<file path="src/rtl/mdu_pkg.sv">
// mdu_pkg: shared op/state types and counter width for the multiply/divide unit
package mdu_pkg;
  typedef enum logic [2:0] {
    OP_MUL, OP_MULH, OP_MULHSU, OP_MULHU, OP_DIV, OP_DIVU, OP_REM, OP_REMU
  } mdu_op_t;
  typedef enum logic [1:0] {IDLE, CALC, DONE} mdu_state_t;
  function automatic int mdu_cnt_w(int dw);
    return $clog2(dw) + 1;
  endfunction
  localparam int MDU_CNT_W = mdu_cnt_w(32);
endpackage

</file>
<file path="src/rtl/mdu.sv">
// mdu: iterative RV32M multiply/divide, shift-add multiply and restoring divide
// sharing one DATA_WIDTH+1 adder; div-by-zero and signed overflow finish in one cycle.
module mdu
  import mdu_pkg::*;
#(
  parameter int DATA_WIDTH    = 32,
  parameter int CONTROL_WIDTH = 3
) (
  input  logic                     clk,
  input  logic                     rst,
  input  logic                     StartE,
  input  logic [DATA_WIDTH-1:0]    SrcA,
  input  logic [DATA_WIDTH-1:0]    SrcB,
  input  logic [CONTROL_WIDTH-1:0] MDUctrl,
  output logic                     BusyE,
  output logic                     DoneE,
  output logic [DATA_WIDTH-1:0]    MDUResult
);
  localparam int W  = DATA_WIDTH;
  localparam int CW = mdu_cnt_w(DATA_WIDTH);
  mdu_state_t state, state_n;
  mdu_op_t op, op_in;
  logic [CW-1:0] cnt;
  logic [W-1:0] opnd, a_mag, b_mag, fast_res, q, r, res;
  logic [2*W-1:0] acc, step, prod;
  logic [W:0] ax, ay, pr, sum;
  logic neg, neg_r, sa, sb, fast, ge;
  assign op_in = mdu_op_t'(MDUctrl[2:0]);
  assign sa = (op_in inside {OP_MUL, OP_MULH, OP_MULHSU, OP_DIV, OP_REM}) && SrcA[W-1];
  assign sb = (op_in inside {OP_MUL, OP_MULH, OP_DIV, OP_REM}) && SrcB[W-1];
  assign a_mag = sa ? -SrcA : SrcA;
  assign b_mag = sb ? -SrcB : SrcB;
  // Overflow quotient is the most-negative value, which is SrcA itself
  assign fast = op_in[2] && (SrcB == '0 ||
                (!op_in[0] && SrcA == {1'b1, {(W-1){1'b0}}} && &SrcB));
  assign fast_res = (SrcB == '0) ? (op_in[1] ? SrcA : '1) : (op_in[1] ? '0 : SrcA);
  // Divide: acc = {remainder, dividend/quotient}; multiply: acc = {high, low/multiplier}
  assign pr = acc[2*W-1:W-1];
  assign ax = op[2] ? pr : {1'b0, acc[2*W-1:W]};
  assign ay = op[2] ? ~{1'b0, opnd} : {1'b0, acc[0] ? opnd : '0};
  assign {ge, sum} = {1'b0, ax} + {1'b0, ay} + {{(W+1){1'b0}}, op[2]};
  assign step = op[2] ? {ge ? sum[W-1:0] : pr[W-1:0], acc[W-2:0], ge} : {sum, acc[W-1:1]};
  assign prod = neg ? -step : step;
  assign q = step[W-1:0];
  assign r = step[2*W-1:W];
  assign res = op[2] ? (op[1] ? (neg_r ? -r : r) : (neg ? -q : q))
                     : (op == OP_MUL ? prod[W-1:0] : prod[2*W-1:W]);
  assign BusyE = (state == IDLE && StartE) || state == CALC;
  assign DoneE = state == DONE;
  always_comb begin
    state_n = state == IDLE ? (StartE ? (fast ? DONE : CALC) : IDLE) :
              state == CALC ? (cnt == CW'(1) ? DONE : CALC) : IDLE;
  end
  always_ff @(posedge clk or posedge rst) begin
    if (rst) state <= IDLE;
    else state <= state_n;
  end
  always_ff @(posedge clk or posedge rst) begin
    if (rst) begin
      op <= OP_MUL;
      neg <= 1'b0;
      neg_r <= 1'b0;
      cnt <= '0;
      opnd <= '0;
      acc <= '0;
      MDUResult <= '0;
    end else if (state == IDLE && StartE) begin
      op <= op_in;
      neg <= sa ^ sb;
      neg_r <= sa;
      cnt <= CW'(W);
      opnd <= op_in[2] ? b_mag : a_mag;
      acc <= {{W{1'b0}}, op_in[2] ? a_mag : b_mag};
      if (fast) MDUResult <= fast_res;
    end else if (state == CALC) begin
      acc <= step;
      cnt <= cnt - CW'(1);
      if (cnt == CW'(1)) MDUResult <= res;
    end
  end
endmodule

</file>
<file path="config.mk">
export PLATFORM = sky130hd
export DESIGN_NAME = mdu
export DESIGN_NICKNAME = d
export VERILOG_FILES = /design/src/rtl/mdu_pkg.sv /design/src/rtl/mdu.sv
export SDC_FILE = /design/constraint.sdc
export NUM_CORES = 1
export LEC_CHECK = 0
export ABC_AREA = 1
export BUFFER_PORTS_ARGS = -buffer_cell sky130_fd_sc_hd__buf_2
export CORE_ASPECT_RATIO = 1.75
export CORE_MARGIN = 2
export CORE_UTILIZATION = 50
export DETAILED_ROUTE_END_ITERATION = 6
export GPL_ROUTABILITY_DRIVEN = 0
export PLACE_DENSITY_LB_ADDON = 0.08
export SLEW_MARGIN = 40
export SYNTH_ARGS = -nofsm -noshare
export SYNTH_HDL_FRONTEND = slang
export SYNTH_SLANG_ARGS = --single-unit
</file>
<file path="constraint.sdc">
create_clock -name clk -period 9.3 [get_ports clk]
set_input_delay 0.93 -clock clk [delete_from_list [all_inputs] [get_ports clk]]
set_output_delay 0.93 -clock clk [all_outputs]
set_load 0.01 [all_outputs]
</file>
Word-level counts from Yosys, hierarchy flattened. Cells that the tools add are included.

Flip-flop bits (word level): 141. Output and inout bits: 34.

Add/sub/neg operators: 8. Equality and inequality tests: 9. Multiplexer cells: 31. Bitwise operators: 2. Reductions and logical operators: 19.

Operators with widths (count): $mux W32 (18); $mux W64 (4); $neg A32 Y32 (4); $mux W33 (2); $neg A64 Y64 (1); $add A33 B33 Y34 (1); $add A34 B1 Y34 (1); $not A32 Y33 (1); $eq A32 B32 Y1 const B (1); $logic_not A32 Y1 (1); $reduce_and A32 Y1 (1); $mux W6 (2); $mux W2 (5); $eq A3 B3 Y1 const B (2); $eq A6 B1 Y1 const B (1); $logic_and A1 B1 Y1 (6); $logic_not A3 Y1 (2); $sub A6 B1 Y6 const B (1); $reduce_bool A5 Y1 (1); $reduce_bool A2 Y1 (2); $reduce_bool A4 Y1 (1); $eq A3 B1 Y1 const B (1); $eq A3 B2 Y1 const B (1); $reduce_and A3 Y1 (1); other kinds (7) (8).

Logic depth before layout (Yosys ltp).
Word-level depth: 13. Mapped depth: 43.

Least setup slack after synthesis. No wires, ideal clock.

Path kind: register to register. Start point: register op[2]. End point: register MDUResult[30]. Arrival: 5.390 ns. Data required time: 9.187 ns. Slack: 3.797 ns. Stages on the path, launching flop included: 40. Path buffers: 8. Path through: dfrtp_1 -> buf_6 -> inv_1 -> buf_2 -> buf_2 -> clkbuf_1 -> clkbuf_1 -> clkbuf_1 -> clkbuf_1 -> nand3_1 -> o21ai_0 -> ha_1 -> a21oi_1 -> nand2_1 -> a21oi_2 -> nor2_1 -> nor2_4 -> buf_6 -> (+4 left out) -> nor2_2 -> nand4_1 -> nor2_2 -> nand3b_1 -> nor2_1 -> nand3_1 -> nor2_2 -> nand3_2 -> nand2_2 -> nand2_2 -> nor2_4 -> nand2_1 -> nand2_1 -> nand3_1 -> nand2_1 -> nand3_1 -> nand2_1 -> inv_1.

Longest elaborated chain between the ends: 12. Elaborated cells between the ends (all ways): 19. Classes of those cells: add/sub (5); mux (13); reduce/logical (1).

Ends and longest elaborated chain: start, declared (RTL line mdu.sv:22) `mdu_op_t op, op_in;`; start signal, assigned (RTL line mdu.sv:68) `op <= op_in;`; $mux W33 (on tied branches) (RTL line mdu.sv:39, mdu.sv:40); $add A33 B33 Y34 (RTL line mdu.sv:41) `assign {ge, sum} = {1'b0, ax} + {1'b0, ay} + {{(W+1){1'b0}}, op[2]};`; $add A34 B1 Y34 (RTL line mdu.sv:41); $mux W32 (RTL line mdu.sv:42) `assign step = op[2] ? {ge ? sum[W-1:0] : pr[W-1:0], acc[W-2:0], ge} : {sum, acc[W-1:1]};`; $mux W64 (RTL line mdu.sv:42); $neg A64 Y64 / $neg A32 Y32 (equally long branches) (RTL line mdu.sv:43, mdu.sv:46); $mux W64 / $mux W32 (equally long branches) (RTL line mdu.sv:43, mdu.sv:46); $mux W32 (on tied branches) (RTL line mdu.sv:47, mdu.sv:46); $mux W32 (*) (RTL line mdu.sv:46) `assign res = op[2] ? (op[1] ? (neg_r ? -r : r) : (neg ? -q : q))`; $mux W32 (*) (RTL line mdu.sv:78) `if (cnt == CW'(1)) MDUResult <= res;`; $mux W32 (*) (RTL line mdu.sv:75) `end else if (state == CALC) begin`; $mux W32 (*) (RTL line mdu.sv:67) `end else if (state == IDLE && StartE) begin`; end signal, assigned (RTL line mdu.sv:74) `if (fast) MDUResult <= fast_res;`; end signal, assigned (RTL line mdu.sv:78); end, declared (RTL line mdu.sv:17) `output logic [DATA_WIDTH-1:0] MDUResult`.

Mark *: on every way between the ends. The rest lies on a longest branch, timed or not. The select of a mux whose other input is x is not followed. A chain may end at the register's enable or synchronous reset.

Final worst setup path.
Start point: register op[2]. End point: register MDUResult[26].

Same word-level chain as after synthesis.

==> impl_metrics.prom <==
# TYPE chip_impl_metric gauge
chip_impl_metric{name="drtPass1Iterations",unit=""} 7
chip_impl_metric{name="drive_gt1_frac",unit=""} 0.103
chip_impl_metric{name="critPathRequiredTime",unit="ns"} 9.72
chip_impl_info{name="cp-end-kind",value="register"} 1
chip_impl_info{name="cp-start-kind",value="register"} 1
chip_impl_metric{name="wl",unit="um"} 75800
chip_impl_metric{name="yosys_register_bits",unit=""} 141
chip_impl_metric{name="place_hpwl",unit="um"} 58500
chip_impl_info{name="most_common_cell_after_layout_fill_and_taps_aside",value="sky130_fd_sc_hd__nand2_1"} 1
chip_impl_metric{name="remaining_drcs",unit=""} 0
chip_impl_metric{name="pin_count",unit=""} 104
chip_impl_metric{name="tritoncts.num_buffers",unit=""} 17
chip_impl_metric{name="largest_net_degree_at_the_start_of_global_routing",unit=""} 91
chip_impl_metric{name="globalRouteOverflowTotal",unit=""} 0
chip_impl_metric{name="post_layout_net_count",unit=""} 3004
chip_impl_metric{name="period_share",unit=""} 0.765
chip_impl_info{name="synth_area_leader_cell",value="sky130_fd_sc_hd__dfrtp_1"} 1
chip_impl_metric{name="maxCapViolCount",unit=""} 0
chip_impl_metric{name="first_global_vias",unit=""} 18951
chip_impl_metric{name="worst_skew_pair.late_latency",unit="ns"} 0.47
chip_impl_metric{name="clkSinkCount",unit=""} 141
chip_impl_info{name="hold_class",value="register to register"} 1
chip_impl_metric{name="post_cts_hold_buffer_count",unit=""} 0
chip_impl_metric{name="worst_path_clk_slew",unit="ns"} 0.07
chip_impl_metric{name="die_w",unit="um"} 142
chip_impl_metric{name="max-clock-path-buffers",unit=""} 2
chip_impl_metric{name="fraction_of_registers_with_async_set_or_reset_after_synthesis",unit=""} 1.00
chip_impl_metric{name="wl_per_cell",unit="um"} 22.9
chip_impl_metric{name="yosys_warnings",unit=""} 0
chip_impl_metric{name="cts-htree-levels",unit=""} 4
chip_impl_metric{name="routed_via_density",unit=""} 6.08
chip_impl_metric{name="post-route-min-period",unit="ns"} 7.11
chip_impl_metric{name="netlist_area",unit="sq um"} 16700
chip_impl_metric{name="timing.setup.tns",unit="ns"} 0
chip_impl_metric{name="clock_skew",unit="ns"} 0.0190
chip_impl_metric{name="num_rows",unit=""} 88
chip_impl_metric{name="synth_cells",unit=""} 2876
chip_impl_info{name="layout.cells.most_common_list",value="827 x sky130_fd_sc_hd__nand2_1, 384 x sky130_fd_sc_hd__inv_1, 276 x sky130_fd_sc_hd__nor2_1, 237 x sky130_fd_sc_hd__nand3_1, 216 x sky130_fd_sc_hd__o21ai_0"} 1
chip_impl_metric{name="drt_iter0_markers",unit=""} 2008
chip_impl_metric{name="multi_input_comb_area",unit="sq um"} 11100
chip_impl_metric{name="final_hold_viol_count",unit=""} 0
chip_impl_metric{name="max_slew_margin",unit=""} 0.357
chip_impl_metric{name="dieArea",unit="sq um"} 35000
chip_impl_info{name="yosys_most_used_dff",value="sky130_fd_sc_hd__dfrtp_1"} 1
chip_impl_metric{name="wire_length_of_the_first_global_routing_pass",unit="um"} 114000
chip_impl_metric{name="number_of_flops_mapped_to_enable_cells_by_yosys",unit=""} 0
chip_impl_metric{name="worst_slew_pin_slew",unit="ns"} 0.961
chip_impl_metric{name="antenna_violating_nets_post_route",unit=""} 0
chip_impl_metric{name="post_cts.repair.setup_buffers",unit=""} 0
chip_impl_metric{name="maxSlewViolCount",unit=""} 0
chip_impl_metric{name="layout-area-overhead-vs-synth",unit="%"} 7.57
chip_impl_metric{name="synth.distinct_cells",unit=""} 56
chip_impl_info{name="path_class",value="register to register"} 1
chip_impl_info{name="post_synth_main_area_contributors",value="sky130_fd_sc_hd__dfrtp_1 21%, sky130_fd_sc_hd__nand2_1 19%, sky130_fd_sc_hd__inv_1 8.7%"} 1
chip_impl_metric{name="critical_path.max_fanout",unit=""} 73
chip_impl_metric{name="finish.cell_count_without_fillers",unit=""} 3314
chip_impl_metric{name="synth_top_cell_area_share",unit=""} 0.211
chip_impl_info{name="grt_setup_unrepaired",value="false"} 1
chip_impl_metric{name="fill_cells",unit=""} 3499
chip_impl_metric{name="achievable_clock_frequency",unit="MHz"} 141
chip_impl_metric{name="antenna_found_initial",unit=""} 3
chip_impl_metric{name="synth_seq_area_share",unit=""} 0.211
chip_impl_metric{name="die_h",unit="um"} 246
chip_impl_metric{name="avgSynthCellArea",unit="sq um"} 5.82
chip_impl_metric{name="numPlacedInstances",unit=""} 3279
chip_impl_info{name="result_of_the_run",value="complete, no violations"} 1
chip_impl_metric{name="area.sequential",unit="sq um"} 3530
chip_impl_metric{name="setup-violations-final",unit=""} 0
chip_impl_metric{name="syn-num-nets",unit=""} 2987
chip_impl_metric{name="port-buffer-count",unit=""} 103
chip_impl_info{name="cts_root_buffer",value="sky130_fd_sc_hd__clkbuf_16"} 1
chip_impl_info{name="tritoncts",value="yes"} 1
chip_impl_metric{name="routed-via-count",unit=""} 20146
chip_impl_metric{name="grt_util_overall",unit=""} 0.437
chip_impl_metric{name="placeable_area",unit="sq um"} 33000
chip_impl_metric{name="post_cts_resized",unit=""} 0
chip_impl_metric{name="cp.arrival",unit="ns"} 7.53
chip_impl_metric{name="initial_utilization",unit=""} 0.507
==> area by class of cell <==
| cell class | count | share of cell area |
|---|---|---|
| sequential | 141 | 0.196 |
| multi-input combinational | 2195 | 0.616 |
| timing repair buffer | 125 | 0.0382 |
| clock buffer | 19 | 0.0246 |
| antenna | 3 | 0.000417 |
| clock inverter | 13 | 0.00993 |
| tap | 405 | 0.0281 |
| inverter | 413 | 0.0864 |
==> per-layer routing <==
| layer | track usage | up-vias | routed length, um |
|---|---|---|---|
| met1 | 0.441 | 9195 | 24600 |
| met3 | 0.107 | 447 | 6350 |
| met5 | 0.00731 | - | 15 |
| li1 | - | 9315 | - |
| met4 | 0.450 | 2 | 9880 |
| met2 | 0.709 | 1187 | 35000 |
==> sequential cells by signal (all words and copies together) (netlist names) <==
| name | count |
|---|---|
| MDUResult | 32 |
| neg_r | 1 |
| op | 3 |
| state | 2 |
| opnd | 32 |
| neg | 1 |
| cnt | 6 |
| acc | 64 |
==> Yosys cell counts (all sizes together) (18+ instances only) <==
library cell and number:
a21oi 144, buf 36, clkbuf 91, dfrtp 141, ha 39, inv 405, nand2 861, nand3 251
nand4 39, nor2 304, nor3 26, o211ai 24, o21ai 247, o221ai 20, o22ai 51, or2 18
xnor2 24, xor2 86
==> stage by stage <==
stage	worst slack (ns)	cell area (sq um)	hold slack (ns)	util
floorplan	3.80	16700	0.459	-
global route	1.74	18000	0.535	0.545
finish	2.19	18000	0.501	0.545
CTS	2.46	18000	0.503	0.545
detailed placement	2.46	17400	0.485	0.526
global placement	2.52	17400	0.477	0.525
==> logic make-up after synthesis <==
logic type / after synthesis / synth area share
buffers and inverters: 540 / 0.128
adder cells (fa/ha/maj): 41 / 0.0315
flip-flops: 141 / 0.211
AND/OR/NAND/NOR: 1516 / 0.391
AO/OA/AOI/OAI: 528 / 0.181
XOR/XNOR: 110 / 0.0575
==> critical path: stages, from the launching register on <==
cell and delay [ns]:
sky130_fd_sc_hd__dfrtp_4 0.72, sky130_fd_sc_hd__inv_2 0.63, sky130_fd_sc_hd__buf_4 0.62, sky130_fd_sc_hd__o21ai_0 0.20, sky130_fd_sc_hd__ha_1 0.38, sky130_fd_sc_hd__a21oi_1 0.25, sky130_fd_sc_hd__o21ai_1 0.12, sky130_fd_sc_hd__nand2_1 0.07
sky130_fd_sc_hd__nand3_1 0.12, sky130_fd_sc_hd__nor2_4 0.71, sky130_fd_sc_hd__nand3_1 0.29, sky130_fd_sc_hd__inv_1 0.22, sky130_fd_sc_hd__ha_1 0.22, sky130_fd_sc_hd__nand3_1 0.10, sky130_fd_sc_hd__nor2_2 0.17, sky130_fd_sc_hd__nand4_1 0.15
sky130_fd_sc_hd__nor2_2 0.21, sky130_fd_sc_hd__nand4_1 0.16, sky130_fd_sc_hd__nor2_1 0.15, sky130_fd_sc_hd__nand3_2 0.11, sky130_fd_sc_hd__nor2_4 0.13, sky130_fd_sc_hd__nor2_1 0.06, sky130_fd_sc_hd__xor2_1 0.72, sky130_fd_sc_hd__or2_2 0.23
sky130_fd_sc_hd__nand3_1 0.07, sky130_fd_sc_hd__nand3_1 0.08, sky130_fd_sc_hd__nand2_1 0.05, sky130_fd_sc_hd__inv_1 0.04
==> worst paths after layout <==
kind / start / endpoint / slack (ns) / cells after the start
worst max register to register: op[2] / MDUResult[26] / 2.19 / 27
max in group asynchronous: rst / opnd[26] / 7.49 / 3
worst min register to register: acc[19] / acc[19] / 0.50 / 2
worst min-delay path: acc[19] / acc[19] / 0.50 / 2
min in group asynchronous: rst / MDUResult[19] / 0.58 / 2
worst max-delay path: op[2] / MDUResult[26] / 2.19 / 27
Power is left out: the tool's default activity adds up to more than one toggle a clock period on the data nets, which glitch-free logic cannot reach.
